<file path="config.mk">
export PLATFORM = sky130hd
export DESIGN_NAME = conv_acc_sched
export DESIGN_NICKNAME = d
export VERILOG_FILES = /design/src/rtl/conv_acc_sched.sv
export SDC_FILE = /design/constraint.sdc
export NUM_CORES = 1
export LEC_CHECK = 0
export CAP_MARGIN = 20
export CORE_ASPECT_RATIO = 0.8
export CORE_MARGIN = 1.5
export CORE_UTILIZATION = 32
export DETAILED_ROUTE_END_ITERATION = 10
export GPL_TIMING_DRIVEN = 0
export PLACE_DENSITY = 0.6
export SETUP_SLACK_MARGIN = 0.02
export SKIP_CTS_REPAIR_TIMING = 1
export SLEW_MARGIN = 20
export SYNTH_ARGS = -nofsm -noshare
export SYNTH_HDL_FRONTEND = slang
export SYNTH_SLANG_ARGS = --single-unit
export TNS_END_PERCENT = 30
</file>
<file path="constraint.sdc">
create_clock -name clk -period 5.8 [get_ports clk]
set_clock_uncertainty 0.1 [all_clocks]
set_input_delay 1.16 -clock clk [delete_from_list [all_inputs] [get_ports clk]]
set_output_delay 1.16 -clock clk [all_outputs]
set_load 0.02 [all_outputs]
</file>
<file path="src/rtl/conv_acc_sched.sv">
// conv_acc_sched: weight-load / beat sequencer driving the NPUCore MAC array of ConvUnit.
// Ports: cfg_start/cfg_acc_num/cfg_pix_num start a tile; abort returns to idle;
//   weight_req/weight_ack handshake the weight buffer; data_valid_in/data_ready_out accept beats;
//   mac_data_valid/weight_sel/adder_rst drive the MAC array; mac_out_valid tags final pixel results;
//   busy/done report tile status; perf_stall_cnt counts RUN stall cycles.
// Optional: define CONV_ACC_SCHED_PERF_CNT_EN to build the stall counter (else tied to 0).
module conv_acc_sched #(
  parameter int ACC_W   = 8,
  parameter int PIX_W   = 16,
  parameter int MAC_LAT = 4
) (
  input  logic             clk,
  input  logic             rstn,
  input  logic             cfg_start,
  input  logic [ACC_W-1:0] cfg_acc_num,
  input  logic [PIX_W-1:0] cfg_pix_num,
  input  logic             abort,
  output logic             weight_req,
  input  logic             weight_ack,
  input  logic             data_valid_in,
  output logic             data_ready_out,
  output logic             mac_data_valid,
  output logic [ACC_W-1:0] weight_sel,
  output logic             adder_rst,
  output logic             mac_out_valid,
  output logic             busy,
  output logic             done,
  output logic [31:0]      perf_stall_cnt
);
  typedef enum logic [2:0] {IDLE, WREQ, WWAIT, RUN, DRAIN, DONE} state_t;
  state_t state_q;
  logic [ACC_W-1:0] acc_num_q, acc_cnt_q, wsel_q;
  logic [PIX_W-1:0] pix_num_q, pix_cnt_q;
  logic [3:0] drn_q;
  logic [MAC_LAT-1:0] dl_q;
  logic wreq_q, mvalid_q, arst_q, last_q, done_q;
  logic beat, acc_last, pix_last;
  assign data_ready_out = state_q == RUN;
  assign busy = state_q != IDLE;
  assign beat = data_ready_out & data_valid_in;
  assign acc_last = acc_cnt_q == acc_num_q - 1'b1;
  assign pix_last = pix_cnt_q == pix_num_q - 1'b1;
  assign weight_req = wreq_q;
  assign mac_data_valid = mvalid_q;
  assign weight_sel = wsel_q;
  assign adder_rst = arst_q;
  assign done = done_q;
  // the "last" tag rides a shift register so it emerges with the MAC pipeline result
  assign mac_out_valid = dl_q[MAC_LAT-1];
  always_ff @(posedge clk or negedge rstn) begin
    if (!rstn) begin
      state_q   <= IDLE;
      acc_num_q <= '0;
      pix_num_q <= '0;
      acc_cnt_q <= '0;
      pix_cnt_q <= '0;
      drn_q     <= '0;
      dl_q      <= '0;
      wsel_q    <= '0;
      wreq_q    <= 1'b0;
      mvalid_q  <= 1'b0;
      arst_q    <= 1'b0;
      last_q    <= 1'b0;
      done_q    <= 1'b0;
    end else begin
      wreq_q   <= 1'b0;
      done_q   <= 1'b0;
      mvalid_q <= beat;
      arst_q   <= beat & (acc_cnt_q == '0);
      last_q   <= beat & acc_last;
      if (beat) wsel_q <= acc_cnt_q;
      dl_q <= (dl_q << 1) | MAC_LAT'(last_q);
      if (abort && state_q != IDLE) begin
        state_q  <= IDLE;
        mvalid_q <= 1'b0;
        arst_q   <= 1'b0;
        last_q   <= 1'b0;
        dl_q     <= '0;
      end else begin
        case (state_q)
          IDLE: if (cfg_start) begin
            acc_num_q <= cfg_acc_num == '0 ? ACC_W'(1) : cfg_acc_num;
            pix_num_q <= cfg_pix_num;
            state_q   <= cfg_pix_num == '0 ? DONE : WREQ;
            wreq_q    <= cfg_pix_num != '0;
          end
          WREQ: state_q <= WWAIT;
          WWAIT: if (weight_ack) begin
            state_q   <= RUN;
            acc_cnt_q <= '0;
            pix_cnt_q <= '0;
          end
          RUN: if (beat) begin
            acc_cnt_q <= acc_last ? '0 : acc_cnt_q + 1'b1;
            if (acc_last) pix_cnt_q <= pix_cnt_q + 1'b1;
            if (acc_last && pix_last) begin
              state_q <= DRAIN;
              drn_q   <= '0;
            end
          end
          DRAIN: begin
            drn_q <= drn_q + 1'b1;
            if (drn_q == 4'(MAC_LAT - 1)) state_q <= DONE;
          end
          DONE: begin
            state_q <= IDLE;
            done_q  <= 1'b1;
          end
          default: state_q <= IDLE;
        endcase
      end
    end
  end
`ifdef CONV_ACC_SCHED_PERF_CNT_EN
  logic [31:0] perf_q;
  always_ff @(posedge clk or negedge rstn) begin
    if (!rstn) perf_q <= '0;
    else if (state_q == IDLE && cfg_start) perf_q <= '0;
    else if (state_q == RUN && !data_valid_in && perf_q != '1) perf_q <= perf_q + 1'b1;
  end
  assign perf_stall_cnt = perf_q;
`else
  assign perf_stall_cnt = '0;
`endif
endmodule

</file>
## Word-level counts from Yosys, hierarchy flattened

Cells that the tools add are included.
Widths: inputs -> output; s select.

- Latch bits: 0
- Flip-flop bits (word level): 72
- Memory bits (writable): 0
- ROM bits: 0
- Memories: 0

- Equality and inequality tests: 17
- Multipliers: 0
- Order comparisons: 0
- Reduce and logical (&&, ||, !) cells: 15
- Shift operators: 0
- Div/mod/pow operators: 0
- Add/subtract/negate cells: 5
- Bitwise operators: 5
- Multiplexer cells: 29

Operators with widths:

| operator | number |
|---|---|
| $mux 16 | 3 |
| $mux 8 | 4 |
| $pmux 16 s2 | 1 |
| $mux 3 | 7 |
| $add 16x1->16 const B | 1 |
| $eq 16x16->1 | 1 |
| $logic_not 16->1 | 1 |
| $logic_not 8->1 | 2 |
| $pmux 8 s2 | 1 |
| $reduce_bool 16->1 | 1 |
| $sub 16x1->16 const B | 1 |
| $pmux 3 s5 | 1 |
| $mux 4 | 3 |
| $reduce_and 5->1 | 2 |
| $ne 3x3->1 const B | 3 |
| $add 8x1->8 const B | 1 |
| $eq 8x8->1 | 1 |
| $mux 1 | 8 |
| $pmux 4 s2 | 1 |
| $reduce_and 4->1 | 2 |
| $sub 8x1->8 const B | 1 |
| $eq 3x2->1 const B | 2 |
| $eq 3x3->1 const B | 2 |
| $ne 2x1->1 const B | 3 |
| other kinds (13) | 18 |

## Logic depth before layout (Yosys ltp)

Gate-level depths: netlist of run 1.

- Word-level depth: 7
- Gate-level depth with buffers: 10
- Mapped depth without buffers: 9

## Worst setup path before layout of run 1

OpenSTA, ideal clock, no wires.

- Path kind: register to register
- Start: register pix_num_q[0]
- End: register state_q[1]
- Slack: 3,146 ps
- Data arrival time: 2,425 ps
- Library setup time: 129 ps
- Data required time: 5,571 ps
- Cell stages (with the launch flop): 11
- Path through: dfrtp_1 inv_1 ha_1 or3b_1 clkbuf_1 o31a_1 or4_1 nand3_1 nand4_1 nor4b_2 a21oi_1

- Cells in the longest elaborated chain, start to end: 5

RTL lines:

| what | line | text |
|---|---|---|
| start, declared | 33 | `logic [PIX_W-1:0] pix_num_q, pix_cnt_q;` |
| start signal, assigned | 83 | `pix_num_q <= cfg_pix_num;` |
| $sub 16x1->16 | 42 | `assign pix_last = pix_cnt_q == pix_num_q - 1'b1;` |
| $eq 16x16->1 | 42 |  |
| $logic_and 1x1->1 | 96 | `if (acc_last && pix_last) begin` |
| $ne 3x1->1 (no source line) | -- |  |
| $reduce_and 5->1 (no source line) | -- |  |
| end signal, assigned | 84 | `state_q <= cfg_pix_num == '0 ? DONE : WREQ;` |
| end, declared | 31 | `state_t state_q;` |

Every way passes these cells.
A chain may end at the register's enable or synchronous reset.

## Final worst setup path of run 1

- Start: register state_q[0]
- End: output port data_ready_out

- Cells in the longest elaborated chain, start to end: 1

RTL lines:

| what | line | text |
|---|---|---|
| $eq 3x2->1 | 38 | `assign data_ready_out = state_q == RUN;` |
| end, declared | 21 | `output logic data_ready_out,` |

Every way passes these cells.

==> impl_metrics.env, run 1 <==
export IMPL_slowest_delay_ns=0.66
export IMPL_hold_violations=0
export IMPL_syn_inst=446
export IMPL_core_rowCount=37
export IMPL_yosysSeqAreaShare_pct=41.9
export IMPL_synth_xor_area_share_pct=8.76
export IMPL_topRoutingLayerUsed="met4"
export IMPL_critical_path_top_delay_family="buffers and inverters"
export IMPL_p_seq_share_pct=36.8
export IMPL_drt_iter0_drc=269
export IMPL_powerDensity_nw_per_um2=415
export IMPL_arrival_ns=2.13
export IMPL_wl_met2_mm=4.20
export IMPL_drc_errors=0
export IMPL_ys_types=55
export IMPL_grt_pass1_vias=3303
export IMPL_vdd_drop_max_mv=0.201
export IMPL_worst_path_max_delay_cell="clkdlybuf4s50_1"
export IMPL_dpl_cell_area_um2=5090
export IMPL_dr_pass1_iters=4
export IMPL_multiInputGateArea_um2=2250
export IMPL_wl_met3_um=604
export IMPL_hpwl_mm=7.46
export IMPL_place_gp_congestion=0.845
export IMPL_leakagePower_uw=0.00233
export IMPL_period_share_pct=58.5
export IMPL_synth_top_family_by_area="simple AND/OR/NAND/NOR gates"
export IMPL_antenna_found_initial=0
export IMPL_p_int_uw=1350
export IMPL_cts_buffers=9
export IMPL_clkTransAtPathRegs_ns=0.06
export IMPL_chipWidth_um=133
export IMPL_io_buffers=44
export IMPL_ys_ff_latch=72
export IMPL_antenna_diode_count=0
export IMPL_synth_mux_area_share_pct=7.48
export IMPL_synth_simple_gate_area_share_pct=22.5
export IMPL_wire_per_inst_um=13.8
export IMPL_die_h_um=107
export IMPL_maxSlewHeadroom_pct=56.6
export IMPL_totalWireLength_mm=9.86
export IMPL_path_class="reg -> out"
export IMPL_hold_class="reg -> reg"
export IMPL_worst_path_buf_inv=3
export IMPL_grt_max_degree=40
export IMPL_fin_util_pct=41.4
export IMPL_grt_overflow=0
export IMPL_fillers=1251
export IMPL_m1WireLength_mm=4.99
export IMPL_synthAdderAreaFrac_pct=1.75
export IMPL_async_reset_ff_share_pct=100
export IMPL_start_util_pct=33.1
export IMPL_grt_pass1_wl_mm=16.6
export IMPL_p_sw_uw=882
export IMPL_cp_start_kind="register"
export IMPL_slew_violations=0
export IMPL_swShare_pct=39.5
export IMPL_finalSetupViolCount=0
export IMPL_synth_edff_count=0
export IMPL_cts_root_buf="clkbuf_16"
export IMPL_h_tree_depth=3
export IMPL_pwr_share_clk_pct=23.4
export IMPL_syn_area_um2=4300
export IMPL_clockBufferDepth=2
export IMPL_rsz0062_at_grt="false"
export IMPL_synth_ff_type="dfrtp_1"
export IMPL_final_area_um2=5390
export IMPL_num_vias=3439
export IMPL_required_ns=4.54
export IMPL_final_cell_mix="72 x dfrtp_1, 43 x clkdlybuf4s50_1, 33 x buf_4"
export IMPL_final_common_cell="dfrtp_1"
export IMPL_status="completed"
export IMPL_dieArea_um2=14200
export IMPL_final_seq_area_um2=1800
export IMPL_drive_gt1_share_pct=16.9
export IMPL_finalPower_uw=2230
export IMPL_tritoncts="built"
export IMPL_pwr_share_comb_pct=39.8
export IMPL_layout_nets=569
export IMPL_yosysWarnings=0
export IMPL_avgSynthCellArea_um2=9.64
export IMPL_coreArea_um2=13000
export IMPL_area_growth_pct=25.2
export IMPL_timing_fmax_mhz=295
export IMPL_track_usage_pct=14.8
export IMPL_worstMarginPinSlew_ns=0.645
export IMPL_cts_sinks=72
export IMPL_synth_compound_area_share_pct=8.78
export IMPL_fin_setup_tns_ns=0
export IMPL_end_kind="output port"
export IMPL_ant_nets=0
export IMPL_path_max_fanout=10
export IMPL_ios=77
export IMPL_finalCriticalPeriod_ns=3.39
export IMPL_drv_cap=0
export IMPL_path_cells="clkbuf_1 > inv_1 > nor2_1 > clkdlybuf4s50_1"
export IMPL_viasPerCell=4.82
export IMPL_insertion_delay_ns=0.34
sequential cells by signal, indices dropped and copies added, names as in the netlist, 3 cells and up:
signal,flops
drn_q,4
state_q,3
pix_num_q,16
pix_cnt_q,16
dl_q,4
weight_sel,8
acc_num_q,8
acc_cnt_q,8
layout make-up:
class                      count  share of cell area [%]
multi-input combinational    338                    41.7
tap                          175                    4.07
timing repair buffer          45                    8.50
clock buffer                  10                    4.44
buffer                        49                    5.72
clock inverter                 6                   0.836
inverter                      18                    1.25
sequential                    72                    33.5
cell families (layout without fill, tap and decap cells):
logic type | after synthesis | after routing
other | 1 | 32
flip-flops | 72 | 72
multiplexers | 29 | 29
AO/OA/AOI/OAI | 57 | 57
XOR/XNOR | 43 | 43
adder cells (fa/ha/maj) | 6 | 6
buffers and inverters | 67 | 128
AND/OR/NAND/NOR | 171 | 171
Yosys cell counts, types with 7 or more instances:
master | count | area share [%]
dfrtp_1 | 72 | 42
buf_4 | 32 | 5.6
nor2_1 | 32 | 2.8
xor2_1 | 27 | 5.5
mux2_2 | 25 | 6.5
nand2_1 | 25 | 2.2
inv_1 | 18 | 1.6
nand4_1 | 17 | 2.5
nor3_1 | 17 | 2.0
o21ai_0 | 17 | 2.0
xnor2_1 | 16 | 3.3
nor4_1 | 14 | 2.0
a21oi_1 | 11 | 1.3
and2_1 | 11 | 1.6
clkbuf_1 | 11 | 0.96
nand3_1 | 9 | 1.0
or3_1 | 9 | 1.3
or4_1 | 8 | 1.4
o31ai_1 | 7 | 1.2
power by group through the flow:
stage	sequential (uW)	combinational, uW	clock [uW]
final	821	890	523
after global routing	843	996	558
after CTS	818	888	535
after detailed placement	824	883	0
after global placement	817	856	0
after floorplan	792	652	0
worst register-to-register path: cells and delay by family (launching register included):
family	cells	cell delay (ns)
compound gates	2	0.42
fa+ha+maj	1	0.22
buf+inv	2	0.27
flops	1	0.41
simple gates	5	1.49
worst paths after layout:
| kind | startpoint | to | slack (ns) | cells after the start |
|---|---|---|---|---|
| worst max-delay path | state_q[0] | data_ready_out | 2.41 | 4 |
| worst min-delay path | dl_q[1] | dl_q[2] | 0.35 | 1 |
| worst max register to register | pix_num_q[0] | drn_q[2] | 2.74 | 10 |
| worst min register to register | dl_q[1] | dl_q[2] | 0.35 | 1 |
| max in group asynchronous | rstn | pix_num_q[7] | 4.36 | 2 |
| min in group asynchronous | rstn | weight_sel[3] | 0.68 | 1 |
through the flow:
stage	std cells	setup slack, ns	hold WS (ns)
after global placement	696	1.04	0.332
final	713	2.41	0.347
after detailed placement	697	2.25	0.336
after global routing	713	2.26	0.365
after floorplan	477	3.15	0.328
after CTS	713	2.43	0.348
per-layer routing:
layer / global-route usage, % / vias to the layer above
li1: - / 1707
met1: 21.5 / 1637
met2: 21.7 / 89
met3: 3.55 / 6
met4: 4.32 / 0
met5: 0 / -
Power figures use the tool's default switching activity.
==> inputs of run 2 (changes only) <==
Settings changed: PLACE_DENSITY 0.6 to 0.62.
Clock period 5.8 ns to 3 ns, I/O delays scaled along.
==> run 2 against run 1 <==
Effect of this change: critical path depth is 5 higher; first-iteration DRC count decreased by 23%; final cell count unchanged; sequential cell count unchanged; clock power increased by 100%; register-to-register slack worse by 2.6 ns; non-clock buffer count unchanged; sequential power rose by 92%; via count is 1.5% higher; power up 98%; core utilization rose by 0.43 points; critical path type is now reg -> reg; largest cell class unchanged; largest power group unchanged.
==> impl_metrics.env, run 2 (synthesized netlist as in run 1, its figures left out) <==
export IMPL_status="completed"
export IMPL_vdd_drop_max_mv=0.317
export IMPL_start_util_pct=33.1
export IMPL_dr_pass1_iters=5
export IMPL_grt_max_degree=58
export IMPL_drt_iter0_drc=206
export IMPL_coreArea_um2=13000
export IMPL_r2r_slack_ns=0.15
export IMPL_ant_nets=0
export IMPL_clkTransAtPathRegs_ns=0.06
export IMPL_viasPerCell=4.89
export IMPL_pwr_share_clk_pct=24.2
export IMPL_area_growth_pct=26.5
export IMPL_final_area_um2=5440
export IMPL_wire_per_inst_um=13.7
export IMPL_cts_root_buf="clkbuf_16"
export IMPL_largestRegisters="pix_cnt_q (16), pix_num_q (16)"
export IMPL_multiInputGateArea_um2=2280
export IMPL_drc_errors=0
export IMPL_insertion_delay_ns=0.34
export IMPL_p_sw_uw=1710
export IMPL_num_vias=3489
export IMPL_drive_gt1_share_pct=17.8
export IMPL_worstMarginPinSlew_ns=0.661
export IMPL_final_common_cell="dfrtp_1"
export IMPL_io_buffers=44
export IMPL_powerDensity_nw_per_um2=811
export IMPL_p_int_uw=2700
export IMPL_period_share_pct=94.9
export IMPL_timing_fmax_mhz=351
export IMPL_p_seq_share_pct=35.8
export IMPL_final_seq_area_um2=1800
export IMPL_pwr_share_comb_pct=39.9
export IMPL_final_cell_mix="72 x dfrtp_1, 43 x clkdlybuf4s50_1, 34 x buf_4"
export IMPL_leakagePower_uw=0.00236
export IMPL_rsz0062_at_grt="true"
export IMPL_required_ns=3.17
export IMPL_slowest_delay_ns=0.53
export IMPL_cts_sinks=72
export IMPL_chipWidth_um=133
export IMPL_h_tree_depth=3
export IMPL_die_h_um=107
export IMPL_finalHoldWorstSlack_ns=0.0195
export IMPL_path_cells="inv_1 > ha_4 > or3b_4 > o31a_1 > or4_1 > nand3_2 > nand4_1 > o211ai_1 > a32o_1"
export IMPL_path_class="reg -> reg"
export IMPL_arrival_ns=3.02
export IMPL_hold_violations=0
export IMPL_antenna_diode_count=0
export IMPL_end_kind="register"
export IMPL_drv_cap=0
export IMPL_clockBufferDepth=2
export IMPL_tritoncts="built"
export IMPL_maxSlewHeadroom_pct=55.6
export IMPL_layout_nets=569
export IMPL_totalWireLength_mm=9.80
export IMPL_path_max_fanout=6
export IMPL_fillers=1273
export IMPL_swShare_pct=38.8
export IMPL_dpl_cell_area_um2=5100
export IMPL_grt_overflow=0
export IMPL_antenna_found_initial=0
export IMPL_dieArea_um2=14200
export IMPL_finalSetupViolCount=0
export IMPL_grt_pass1_vias=3225
export IMPL_place_gp_congestion=0.868
export IMPL_grt_pass1_wl_mm=16.3
export IMPL_core_rowCount=37
export IMPL_slew_violations=0
export IMPL_worst_path_max_delay_cell="or4_1"
export IMPL_ios=77
export IMPL_hold_class="in -> async"
export IMPL_cts_buffers=9
export IMPL_hpwl_mm=7.37
export IMPL_track_usage_pct=14.6
export IMPL_finalCriticalPeriod_ns=2.85
export IMPL_cp_start_kind="register"
==> run 2: cell types whose count changed in the layout (fill, tap and decap cells not counted), sizes merged <==
cell    change
bufinv      +1
inv         +1
clkinv      -1
buf         +1
clkbuf      -2
==> run 2: path summary, 6_finish.rpt <==
| path | start | cells past startpoint | end |
|---|---|---|---|
| max | pix_num_q[0] | 9 | state_q[2] |
| min | rstn | 1 | weight_sel[3] |
| max reg2reg | pix_num_q[0] | 9 | state_q[2] |
| min reg2reg | dl_q[0] | 1 | dl_q[1] |
| max in group asynchronous | rstn | 2 | pix_num_q[9] |
| min in group clk | dl_q[0] | 1 | dl_q[1] |
==> run 2: cell type report <==
cell class / instances / area share [%]
flip-flops and latches: 72 / 33.1
well taps: 175 / 4.02
inverters: 18 / 1.24
plain buffers: 48 / 5.59
multi-input cells: 338 / 41.9
clock inverters: 7 / 1.31
repair buffers: 46 / 8.69
clock buffers: 9 / 4.14
==> run 2: critical path: cells and delay by family, from the launching register on <==
| family | cells | cell delay (ns) |
|---|---|---|
| adders and majority gates | 1 | 0.16 |
| and+or+nand+nor | 4 | 1.25 |
| DFF | 1 | 0.41 |
| AOI/OAI and AO/OA | 3 | 0.74 |
| buffers and inverters | 1 | 0.12 |
==> run 2: power by group through the flow <==
stage | logic, uW | clock network, uW | registers [uW]
3_5_place_dp | 1700 | 0 | 1590
6_report | 1760 | 1070 | 1580
5_1_grt | 1960 | 1140 | 1630
2_1_floorplan | 1260 | 0 | 1530
4_1_cts | 1710 | 1090 | 1580
3_3_place_gp | 1650 | 0 | 1580
==> run 2: through the flow <==
| step | utilization [%] | power, uW | instances | setup slack, ns | TNS (ns) |
|---|---|---|---|---|---|
| final | 41.8 | 4410 | 713 | 0.153 | 0 |
| after global routing | 41.8 | 4730 | 713 | 0.0137 | 0 |
| after CTS | 41.5 | 4380 | 713 | -0.0241 | -0.107 |
| after detailed placement | 39.2 | 3290 | 697 | -0.0780 | -0.659 |
| after global placement | 39.0 | 3230 | 696 | -1.19 | -85.03 |
| after floorplan | - | 2790 | 477 | 0.346 | 0 |
==> run 2: per-layer routing <==
metal / part of all wire (%) / GRT usage, %
met1: 50 / 21.6
met2: 41 / 20.4
met3: 7.0 / 4.68
met4: 1.4 / 3.22
met5: 0 / 0
